File: config.mk
export PLATFORM = sky130hd
export DESIGN_NAME = ct_ebiu_cawt_ctrl
export DESIGN_NICKNAME = d
export VERILOG_FILES = /design/src/rtl/ct_ebiu_cawt_ctrl.sv
export SDC_FILE = /design/constraint.sdc
export NUM_CORES = 1
export LEC_CHECK = 0
export BUFFER_PORTS_ARGS = -buffer_cell sky130_fd_sc_hd__buf_2
export CAP_MARGIN = 20
export CORE_UTILIZATION = 35
export CTS_CLUSTER_DIAMETER = 40
export DETAILED_ROUTE_END_ITERATION = 6
export GPL_TIMING_DRIVEN = 0
export HOLD_SLACK_MARGIN = 0.15
export MAX_ROUTING_LAYER = met4
export PLACE_DENSITY = 0.67
export SETUP_SLACK_MARGIN = 0.02
export SYNTH_ARGS = -nofsm -noshare
export SYNTH_HDL_FRONTEND = slang
export SYNTH_SLANG_ARGS = --single-unit
File: constraint.sdc
create_clock -name forever_cpuclk -period 5.29 [get_ports forever_cpuclk]
set_clock_uncertainty 0.2 [all_clocks]
set_input_delay 1.587 -clock forever_cpuclk [delete_from_list [all_inputs] [get_ports forever_cpuclk]]
set_output_delay 1.587 -clock forever_cpuclk [all_outputs]
set_load 0.02 [all_outputs]
File: src/rtl/ct_ebiu_cawt_ctrl.sv
// ct_ebiu_cawt_ctrl
// Control stage for the CA write table (CAWT). It takes non-cacheable write
// addresses from the victim buffer and places each one in the lowest free
// entry. The address goes out to the bus through a one-deep AW holding
// register, with the entry index used as AWID. A B response releases the
// entry whose index matches BID. Per-entry address hits produce write
// back-pressure and the read stall.
//
// Ports
//   forever_cpuclk, cpurst          clock, synchronous active-high reset
//   vb_ebiu_aw*, ebiu_vb_awready    VB write-address request / accept
//   ebiu_bus_aw*, bus_ebiu_awready  bus AW channel
//   bus_ebiu_b*, ebiu_bus_bready    bus B channel
//   cawt_vld, ca_*_addr_hit_cawt    per-entry feedback from the entry array
//   cawt_create_en/_dp_en/pop_en    one-hot per-entry strobes
//   cawt_cnt/full/empty             occupancy
//   ebiu_ar_stall, cawt_bid_err     read stall, sticky bad-BID flag
//
// AW holding register states
//   state   | meaning
//   AW_IDLE | holding register empty, ebiu_bus_awvalid low
//   AW_HOLD | address/id held for the bus, ebiu_bus_awvalid high

module ct_ebiu_cawt_ctrl #(
   parameter int ENTRY = 8,
   parameter int IDX_W = 3,
   parameter int ADDRW = 40
) (
   input  logic               forever_cpuclk,
   input  logic               cpurst,
   input  logic               vb_ebiu_awvalid,
   input  logic [ADDRW-1:0]   vb_ebiu_awaddr,
   input  logic [2:0]         vb_ebiu_mid,
   output logic               ebiu_vb_awready,
   output logic               ebiu_bus_awvalid,
   output logic [ADDRW-1:0]   ebiu_bus_awaddr,
   output logic [IDX_W-1:0]   ebiu_bus_awid,
   input  logic               bus_ebiu_awready,
   input  logic               bus_ebiu_bvalid,
   input  logic [IDX_W-1:0]   bus_ebiu_bid,
   output logic               ebiu_bus_bready,
   input  logic [ENTRY-1:0]   cawt_vld,
   input  logic [ENTRY-1:0]   ca_wr_addr_hit_cawt,
   input  logic [ENTRY-1:0]   ca_rd_addr_hit_cawt,
   output logic [ENTRY-1:0]   cawt_create_en,
   output logic [ENTRY-1:0]   cawt_create_dp_en,
   output logic [ENTRY-1:0]   cawt_pop_en,
   output logic [IDX_W:0]     cawt_cnt,
   output logic               cawt_full,
   output logic               cawt_empty,
   output logic               ebiu_ar_stall,
   output logic               cawt_bid_err
);

   typedef enum logic {AW_IDLE, AW_HOLD} aw_state_t;

   localparam logic [IDX_W:0]   CNT_MAX = (IDX_W+1)'(ENTRY);
   localparam logic [ENTRY-1:0] ONE_HOT = {{(ENTRY-1){1'b0}}, 1'b1};

   aw_state_t         aw_state;
   logic [ENTRY-1:0]  free;
   logic [IDX_W-1:0]  alloc_idx;
   logic              alloc_found;
   logic              vb_accept;
   logic              b_hs;
   logic              pop_vld;
   logic              bid_bad;
   logic              bready_q;
   logic [IDX_W:0]    cnt_q;
   logic              bid_err_q;

   // The master id carries no information for allocation or ordering.
   logic unused_mid;
   assign unused_mid = ^vb_ebiu_mid;

   assign free = ~cawt_vld;

   // Lowest-index free entry. A freshly created entry shows up in cawt_vld
   // on the next cycle, so it cannot be picked twice.
   always_comb begin
      alloc_idx   = '0;
      alloc_found = 1'b0;
      for (int i = 0; i < ENTRY; i++) begin
         if (free[i] && !alloc_found) begin
            alloc_idx   = IDX_W'(i);
            alloc_found = 1'b1;
         end
      end
   end

   // cawt_full is taken from the registered count, so a pop in this cycle
   // only opens a slot from the next cycle on.
   assign ebiu_vb_awready = ~cawt_full & ~(|ca_wr_addr_hit_cawt)
                          & (~ebiu_bus_awvalid | bus_ebiu_awready);
   assign vb_accept       = vb_ebiu_awvalid & ebiu_vb_awready;

   assign cawt_create_en    = vb_accept ? (ONE_HOT << alloc_idx) : '0;
   assign cawt_create_dp_en = cawt_create_en;

   assign b_hs    = bus_ebiu_bvalid & ebiu_bus_bready;
   assign pop_vld = b_hs &  cawt_vld[bus_ebiu_bid];
   assign bid_bad = b_hs & ~cawt_vld[bus_ebiu_bid];

   assign cawt_pop_en = pop_vld ? (ONE_HOT << bus_ebiu_bid) : '0;

   assign ebiu_ar_stall = |ca_rd_addr_hit_cawt;

   // AW holding register. A ready and a new accept in the same cycle reload
   // the register directly, so there is no bubble between bursts.
   always_ff @(posedge forever_cpuclk) begin
      if (cpurst) begin
         aw_state         <= AW_IDLE;
         ebiu_bus_awvalid <= 1'b0;
         ebiu_bus_awaddr  <= '0;
         ebiu_bus_awid    <= '0;
      end else begin
         case (aw_state)
            AW_IDLE: begin
               if (vb_accept) begin
                  aw_state         <= AW_HOLD;
                  ebiu_bus_awvalid <= 1'b1;
                  ebiu_bus_awaddr  <= vb_ebiu_awaddr;
                  ebiu_bus_awid    <= alloc_idx;
               end
            end
            AW_HOLD: begin
               if (vb_accept) begin
                  ebiu_bus_awaddr  <= vb_ebiu_awaddr;
                  ebiu_bus_awid    <= alloc_idx;
               end else if (bus_ebiu_awready) begin
                  aw_state         <= AW_IDLE;
                  ebiu_bus_awvalid <= 1'b0;
               end
            end
            default: begin
               aw_state         <= AW_IDLE;
               ebiu_bus_awvalid <= 1'b0;
            end
         endcase
      end
   end

   // Occupancy count; the guards keep it within 0..ENTRY even if the entry
   // feedback and the count ever disagree.
   always_ff @(posedge forever_cpuclk) begin
      if (cpurst) begin
         cnt_q <= '0;
      end else begin
         case ({vb_accept, pop_vld})
            2'b10:   if (cnt_q != CNT_MAX) cnt_q <= cnt_q + 1'b1;
            2'b01:   if (cnt_q != '0)      cnt_q <= cnt_q - 1'b1;
            default: cnt_q <= cnt_q;
         endcase
      end
   end

   // B ready stays low through the reset cycle, then stays high.
   always_ff @(posedge forever_cpuclk) begin
      if (cpurst) begin
         bready_q  <= 1'b0;
         bid_err_q <= 1'b0;
      end else begin
         bready_q  <= 1'b1;
         if (bid_bad) bid_err_q <= 1'b1;
      end
   end

   assign ebiu_bus_bready = bready_q;
   assign cawt_bid_err    = bid_err_q;
   assign cawt_cnt        = cnt_q;
   assign cawt_full       = (cnt_q == CNT_MAX);
   assign cawt_empty      = (cnt_q == '0);

endmodule

Yosys cells after proc, flatten, opt, wreduce, memory -nomap -nowiden --
Cells that the tools add are included.
Word-level totals: register bits after elaboration 51, input bits 75, output and inout port bits 78, logic and storage cells 87
Operators by class: $add $sub $neg 2, order comparisons 1, equality and inequality tests 9, shifts and indexed selects 2, muxes and demuxes 32, bitwise gates (word level) 13, reduce and logical (&&, ||, !) cells 21
Operators with widths (number):
- $mux W40 | 1
- $mux W3 | 7
- $mux W1 | 16
- $mux W8 | 2
- $reduce_or A8 Y1 | 2
- $shl A1 B3 Y8 const A | 2
- $ne A2 B2 Y1 const B | 5
- $mux W4 | 2
- $not A8 Y8 | 1
- $pmux W4 S2 | 1
- $logic_and A1 B1 Y1 | 7
- $logic_not A1 Y1 | 7
- $and A1 B1 Y1 | 6
- $reduce_and A3 Y1 | 2
- $not A1 Y1 | 5
- $add A4 B1 Y4 const B | 1
- $eq A4 B4 Y1 const B | 1
- $logic_not A4 Y1 | 1
- $lt A3 B4 Y1 const B | 1
- $ne A4 B4 Y1 const B | 1
- $pmux W1 S2 | 2
- $reduce_bool A4 Y1 | 1
- $sub A4 B1 Y4 const B | 1
- $bmux W1 S3 | 1
- 4 further kinds | 4

Logic depth before layout (Yosys ltp) --
word-level depth 25, gate-level depth with buffers 12, gate-level depth less buffers 10

Least setup slack after synthesis --
No wires, ideal clock.
kind input to output, start input bus_ebiu_bid[0], end output cawt_pop_en[6], data arrival time 3.268 ns, data required time 3.503 ns, slack 0.235 ns, stages on the path 7, path through clkbuf_1 -> nor2_1 -> a2bb2oi_1 -> nand4_1 -> buf_2 -> or2_2 -> nor3b_1
On the way: word-level cells in the longest chain between the ends 4, elaborated cells on any way between the ends 5, classes of those cells 1 x shift; 3 x mux; 1 x bitwise
Ends and longest elaborated chain:
- from (decl) | RTL line 40 | input logic [IDX_W-1:0] bus_ebiu_bid,
- $bmux W1 S3 | RTL line 101 | assign pop_vld = b_hs & cawt_vld[bus_ebiu_bid];
- $mux W1 (not written as such) | RTL line 101
- $and A1 B1 Y1 | RTL line 101
- $mux W8 * | RTL line 104 | assign cawt_pop_en = pop_vld ? (ONE_HOT << bus_ebiu_bid) : '0;
- to (decl) | RTL line 47 | output logic [ENTRY-1:0] cawt_pop_en,
Mark *: on every way between the ends. The rest lies on a longest branch, timed or not. The select of a mux whose other input is x is not followed.

Final worst setup path --
start input bus_ebiu_bid[1], end output cawt_pop_en[6]
The elaborated chain is that of the path after synthesis.

==> flow_results.org <==
** Outcome
- The flow ran to the end, but the final reports show violations.
- Failing checks :: design-rule violations

** Final layout
- Fin nets :: 530
- Summing all flip-flop and latch instances after layout gives just over 1000 sq um.
- The library cells used most frequently in the layout, excluding fill and tap cells, are sky130_fd_sc_hd__buf_2, sky130_fd_sc_hd__nand2_1, sky130_fd_sc_hd__dfxtp_1, sky130_fd_sc_hd__a21oi_1, sky130_fd_sc_hd__nor2_1.
- Layout cells sized above 1 :: 41.9%
- Combined area of the multi-input logic cells :: 1150 sq um
- Relative to the synthesized area, the layout overhead comes to 38.4%.
- Fillers :: 657
- Most common library cell in the layout ignoring fill and taps :: sky130_fd_sc_hd__buf_2
- The number of antenna diodes in the final layout is 0.

** Synthesis
- Post-Syn Nets :: 376
- Post-synthesis share of cell area spent on and, or, nand and nor gates :: 30.2%
- Of the post-synthesis cell area, the dominant cell type holds a little over two fifths.
- In this run the cell area of the synthesized design comes to about 2400 sq um.
- Cell taking the most area after synthesis :: sky130_fd_sc_hd__dfxtp_1
- Measured against the total synthesized area, the mux share comes to 1.82%.
- The most used flip-flop cell after synthesis is sky130_fd_sc_hd__dfxtp_1.
- Compound-gate portion of the synthesized area :: 14.6%
- XOR/XNOR share of the synthesized area :: 0.730%
- After synthesis, the mean cell area works out to 8.00 sq um.
- Yosys printed 0 warnings.
- In the synthesized netlist the async set-or-reset flop fraction comes to 0%.
- After Yosys synthesis, full adders, half adders and majority gates account for less than 1% of the synthesized area.
- Gate count after technology mapping :: 300
- Count of flip-flops with a built-in enable after synthesis :: 0
- Synth unique cells :: 45
- Top cells by area in the synthesized netlist :: sky130_fd_sc_hd__dfxtp_1, sky130_fd_sc_hd__nand2_1, sky130_fd_sc_hd__a21oi_1, sky130_fd_sc_hd__buf_12, sky130_fd_sc_hd__nor2_1
- After synthesis, the largest family of logic cells by area is simple AND/OR/NAND/NOR gates.
- Sequential cells were found to cover 42.5% of the synthesized design area.
- Synthesis-stage register bit count :: 51

** Setup path
- First element of the critical path :: bus_ebiu_bid[1]
- Critical Setup Path Class :: in -> out
- Worst reg2reg startpoint :: cawt_cnt[0]$_SDFFE_PP0P_
- Arrival time of data at the critical path endpoint :: 3310 ps
- Startpoint types :: input port
- The slowest stage of the critical path belongs to the cell sky130_fd_sc_hd__or2_2.
- Following the worst setup path forward leads to its endpoint at cawt_pop_en[6].
- Critical Path Sink Type :: output pin
- Crit path top cell by count :: sky130_fd_sc_hd__buf_2
- On the worst path, the slowest cell contributes a delay of 320 ps.
- The cell family contributing the most delay on the critical path is buffers and inverters.
- Crit Reg-Reg Endpoint :: cawt_cnt[2]$_SDFFE_PP0P_
- Worst endpoint required time :: 3500 ps
- The worst register-to-register path has a depth of 11.
- Together, buffers and inverters on the worst path number 4.
- Worst R2R Setup Slack :: about 2200 ps
- Counting buffers and inverters, the worst setup path is 9 cells deep.
- Walking the worst path, the cells encountered are buf_2, buf_4, mux2i_1, a2bb2oi_1, nand4_1, buf_2, or2_2, nor3b_1, buf_2.
- Along the worst path, the maximum fanout reaches 10.

** Floorplanning
- Starting utilization of the core area :: 36.9%
- Die outline width :: 84.8 microns
- In this run the standard cell core region covers 6490 sq um.
- Chip Height :: around 85 microns
- IO Count :: 153
- The die covers 7190 sq um.
- The initialized floorplan defines 29 standard-cell rows.

** STA
- Measured against its own limit, the worst slew margin works out to 59.6%.
- Final cycle utilization of the critical path :: 96.4%
- Hold is met by roughly 250 ps.
- Setup repair after global routing left no endpoint under its margin.
- Counting I/O delays and the setup requirement, the final critical path takes 5100 ps.
- Number of failing hold endpoints at the final stage :: 0
- Setup violations remaining at the end of the flow were counted as 0.
- The final number of max-transition violations is 0.
- Fmax :: around 200 MHz
- Post-Route Setup TNS :: 0 ps
- For the pin with the worst max-slew slack, the measured transition is 606 ps.

** Clocking
- TritonCTS built the clock tree.
- Clock latency on the worst-skew pair :: 290 ps
- Clock-pin transition on the worst setup and hold timing paths :: roughly 80 ps
- Post-CTS Setup Inserts :: 0
- The clock passes through at most 2 buffers.
- CTS sink cnt :: 51
- CTS H-tree depth :: 2
- Quantity of hold-fixing buffers added after cts :: 0
- Buffers inserted during clock tree synthesis total 5.
- The root buffer cell chosen for the clock tree is sky130_fd_sc_hd__clkbuf_8.
- After clock tree synthesis, the repair step resized 0 gates.

** Power
- In this run the power density over the cells is 203 nW/um^2.
- The design draws roughly 0.67 mW.
- Leakage dissipation :: 1.55 nW
- Max rail drop VDD :: around 130 uV

** GRT
- Global-route wire length before repair :: around 10000 microns
- Entering global routing, the biggest net connects 15 pins.
- Global-route total usage across every layer :: 17.6%
- Vias in the first global route :: approximately 2300
- The initial antenna violation count was 0.
- For this run the aggregate overflow at the end of global routing stands at 0.

** Flow run
- Across the run, the number of max-cap violations was 0.

** Placement
- Once detailed placement completed, the half-perimeter wirelength came to approximately 4900 microns.
- Routability-driven placement finished with a final weighted congestion of 0.757.
- PortBufs :: 148

** Drt
- After the first detailed-routing iteration, the DRC count stood at 81.
- Remaining antenna violation count after routing :: 0
- Detailed routing inserted a total of roughly 2500 vias.
- Wirelength, routed :: 6290 microns
- Mean number of vias per cell :: 4.70
- After detailed routing, the number of remaining DRC violations is 9.
- Final routed wire length divided by cell count :: 11.8 microns
- Number of optimization iterations in the first detailed-route pass :: 6

** Hold path
- Class of the tightest hold or removal check :: reg -> reg
stage by stage:
| step | util [%] | setup WS (ps) | instance area (sq um) | cells |
|---|---|---|---|---|
| after floorplan | - | 235 | 2400 | 300 |
| after global placement | 49.8 | 183 | 3240 | 525 |
| after detailed placement | 49.8 | 151 | 3240 | 525 |
| after CTS | 51.2 | 143 | 3320 | 532 |
| after global routing | 51.1 | 31.5 | 3320 | 531 |
| final | 51.1 | 190 | 3320 | 531 |
cell type report:
type	instances	share of cell area [%]
plain buffers	25	6.33
clock buffers	6	2.49
clock inverters	1	0.151
inverters	4	0.452
multi-input cells	219	34.6
flip-flops and latches	51	30.7
well taps	77	2.90
repair buffers	148	22.3
worst reg2reg max path, cell delays in order, from the launching register on:
cell and delay, ps:
sky130_fd_sc_hd__dfxtp_1 400, sky130_fd_sc_hd__nor4b_2 500, sky130_fd_sc_hd__and4bb_4 280, sky130_fd_sc_hd__and2_4 180, sky130_fd_sc_hd__buf_12 150, sky130_fd_sc_hd__nor2_1 110
sky130_fd_sc_hd__xor2_1 80, sky130_fd_sc_hd__ha_1 200, sky130_fd_sc_hd__or3_1 340, sky130_fd_sc_hd__nor3_1 130, sky130_fd_sc_hd__a31oi_1 70, sky130_fd_sc_hd__mux2_1 310
worst min-delay path by stage:
stage | cells past startpoint | endpoint | from
finish | 2 | ebiu_bus_awaddr[8]$_SDFFE_PP0P_ | ebiu_bus_awaddr[8]$_SDFFE_PP0P_
global route | 2 | ebiu_bus_awaddr[36]$_SDFFE_PP0P_ | ebiu_bus_awaddr[36]$_SDFFE_PP0P_
CTS | 2 | ebiu_bus_awaddr[4]$_SDFFE_PP0P_ | ebiu_bus_awaddr[4]$_SDFFE_PP0P_
detailed placement | 2 | ebiu_bus_awaddr[4]$_SDFFE_PP0P_ | ebiu_bus_awaddr[4]$_SDFFE_PP0P_
global placement | 2 | ebiu_bus_awaddr[33]$_SDFFE_PP0P_ | ebiu_bus_awaddr[33]$_SDFFE_PP0P_
floorplan | 1 | ebiu_bus_awvalid$_SDFFE_PP0P_ | aw_state$_SDFF_PP0_
metal layers:
layer / GRT usage (%) / routed length (microns) / up-vias
li1: - / - / 1313
met1: 22.6 / 2960 / 1101
met2: 28.8 / 2970 / 78
met3: 3.44 / 345 / 2
met4: 3.39 / 17 / 0
met5: - / 0 / -
power by group:
part / internal (mW) / switching (mW)
combinational: 0.0310 / 0.0340
sequential: 0.385 / 0.000667
clock: 0.103 / 0.119
logic make-up after synthesis:
logic type,count (synthesis)
compound gates,59
xor+xnor,2
fa+ha+maj,1
buf+inv,30
flops,51
mux,4
simple gates,153
sequential cells by signal, summed over array words and instances (netlist names):
name              count
ebiu_bus_awaddr      40
cawt_cnt              4
ebiu_bus_awid         3
aw_state              1
cawt_bid_err          1
ebiu_bus_awvalid      1
ebiu_bus_bready       1
cells in the mapped netlist (2+ instances only):
master                     number
sky130_fd_sc_hd__nor4b_1        2
sky130_fd_sc_hd__nor3_1         7
sky130_fd_sc_hd__buf_4          9
sky130_fd_sc_hd__and2_1         3
sky130_fd_sc_hd__mux2_2         2
sky130_fd_sc_hd__a211oi_1       2
sky130_fd_sc_hd__inv_1          4
sky130_fd_sc_hd__nor3b_1        2
sky130_fd_sc_hd__dfxtp_1       51
sky130_fd_sc_hd__or3_1          3
sky130_fd_sc_hd__nand3_1        3
sky130_fd_sc_hd__nor2_1        19
sky130_fd_sc_hd__clkbuf_1      11
sky130_fd_sc_hd__nand4_1        2
sky130_fd_sc_hd__a21oi_2        8
sky130_fd_sc_hd__and2_4         2
sky130_fd_sc_hd__nand2b_1       3
sky130_fd_sc_hd__buf_12         5
sky130_fd_sc_hd__nand2_1       89
sky130_fd_sc_hd__and4_1         2
sky130_fd_sc_hd__a21oi_1       39
sky130_fd_sc_hd__or2_2          2
sky130_fd_sc_hd__o21ai_0        3
sky130_fd_sc_hd__nor2b_1        2
sky130_fd_sc_hd__nor4_1         5
No activity file was read; power rests on OpenSTA's default activity.
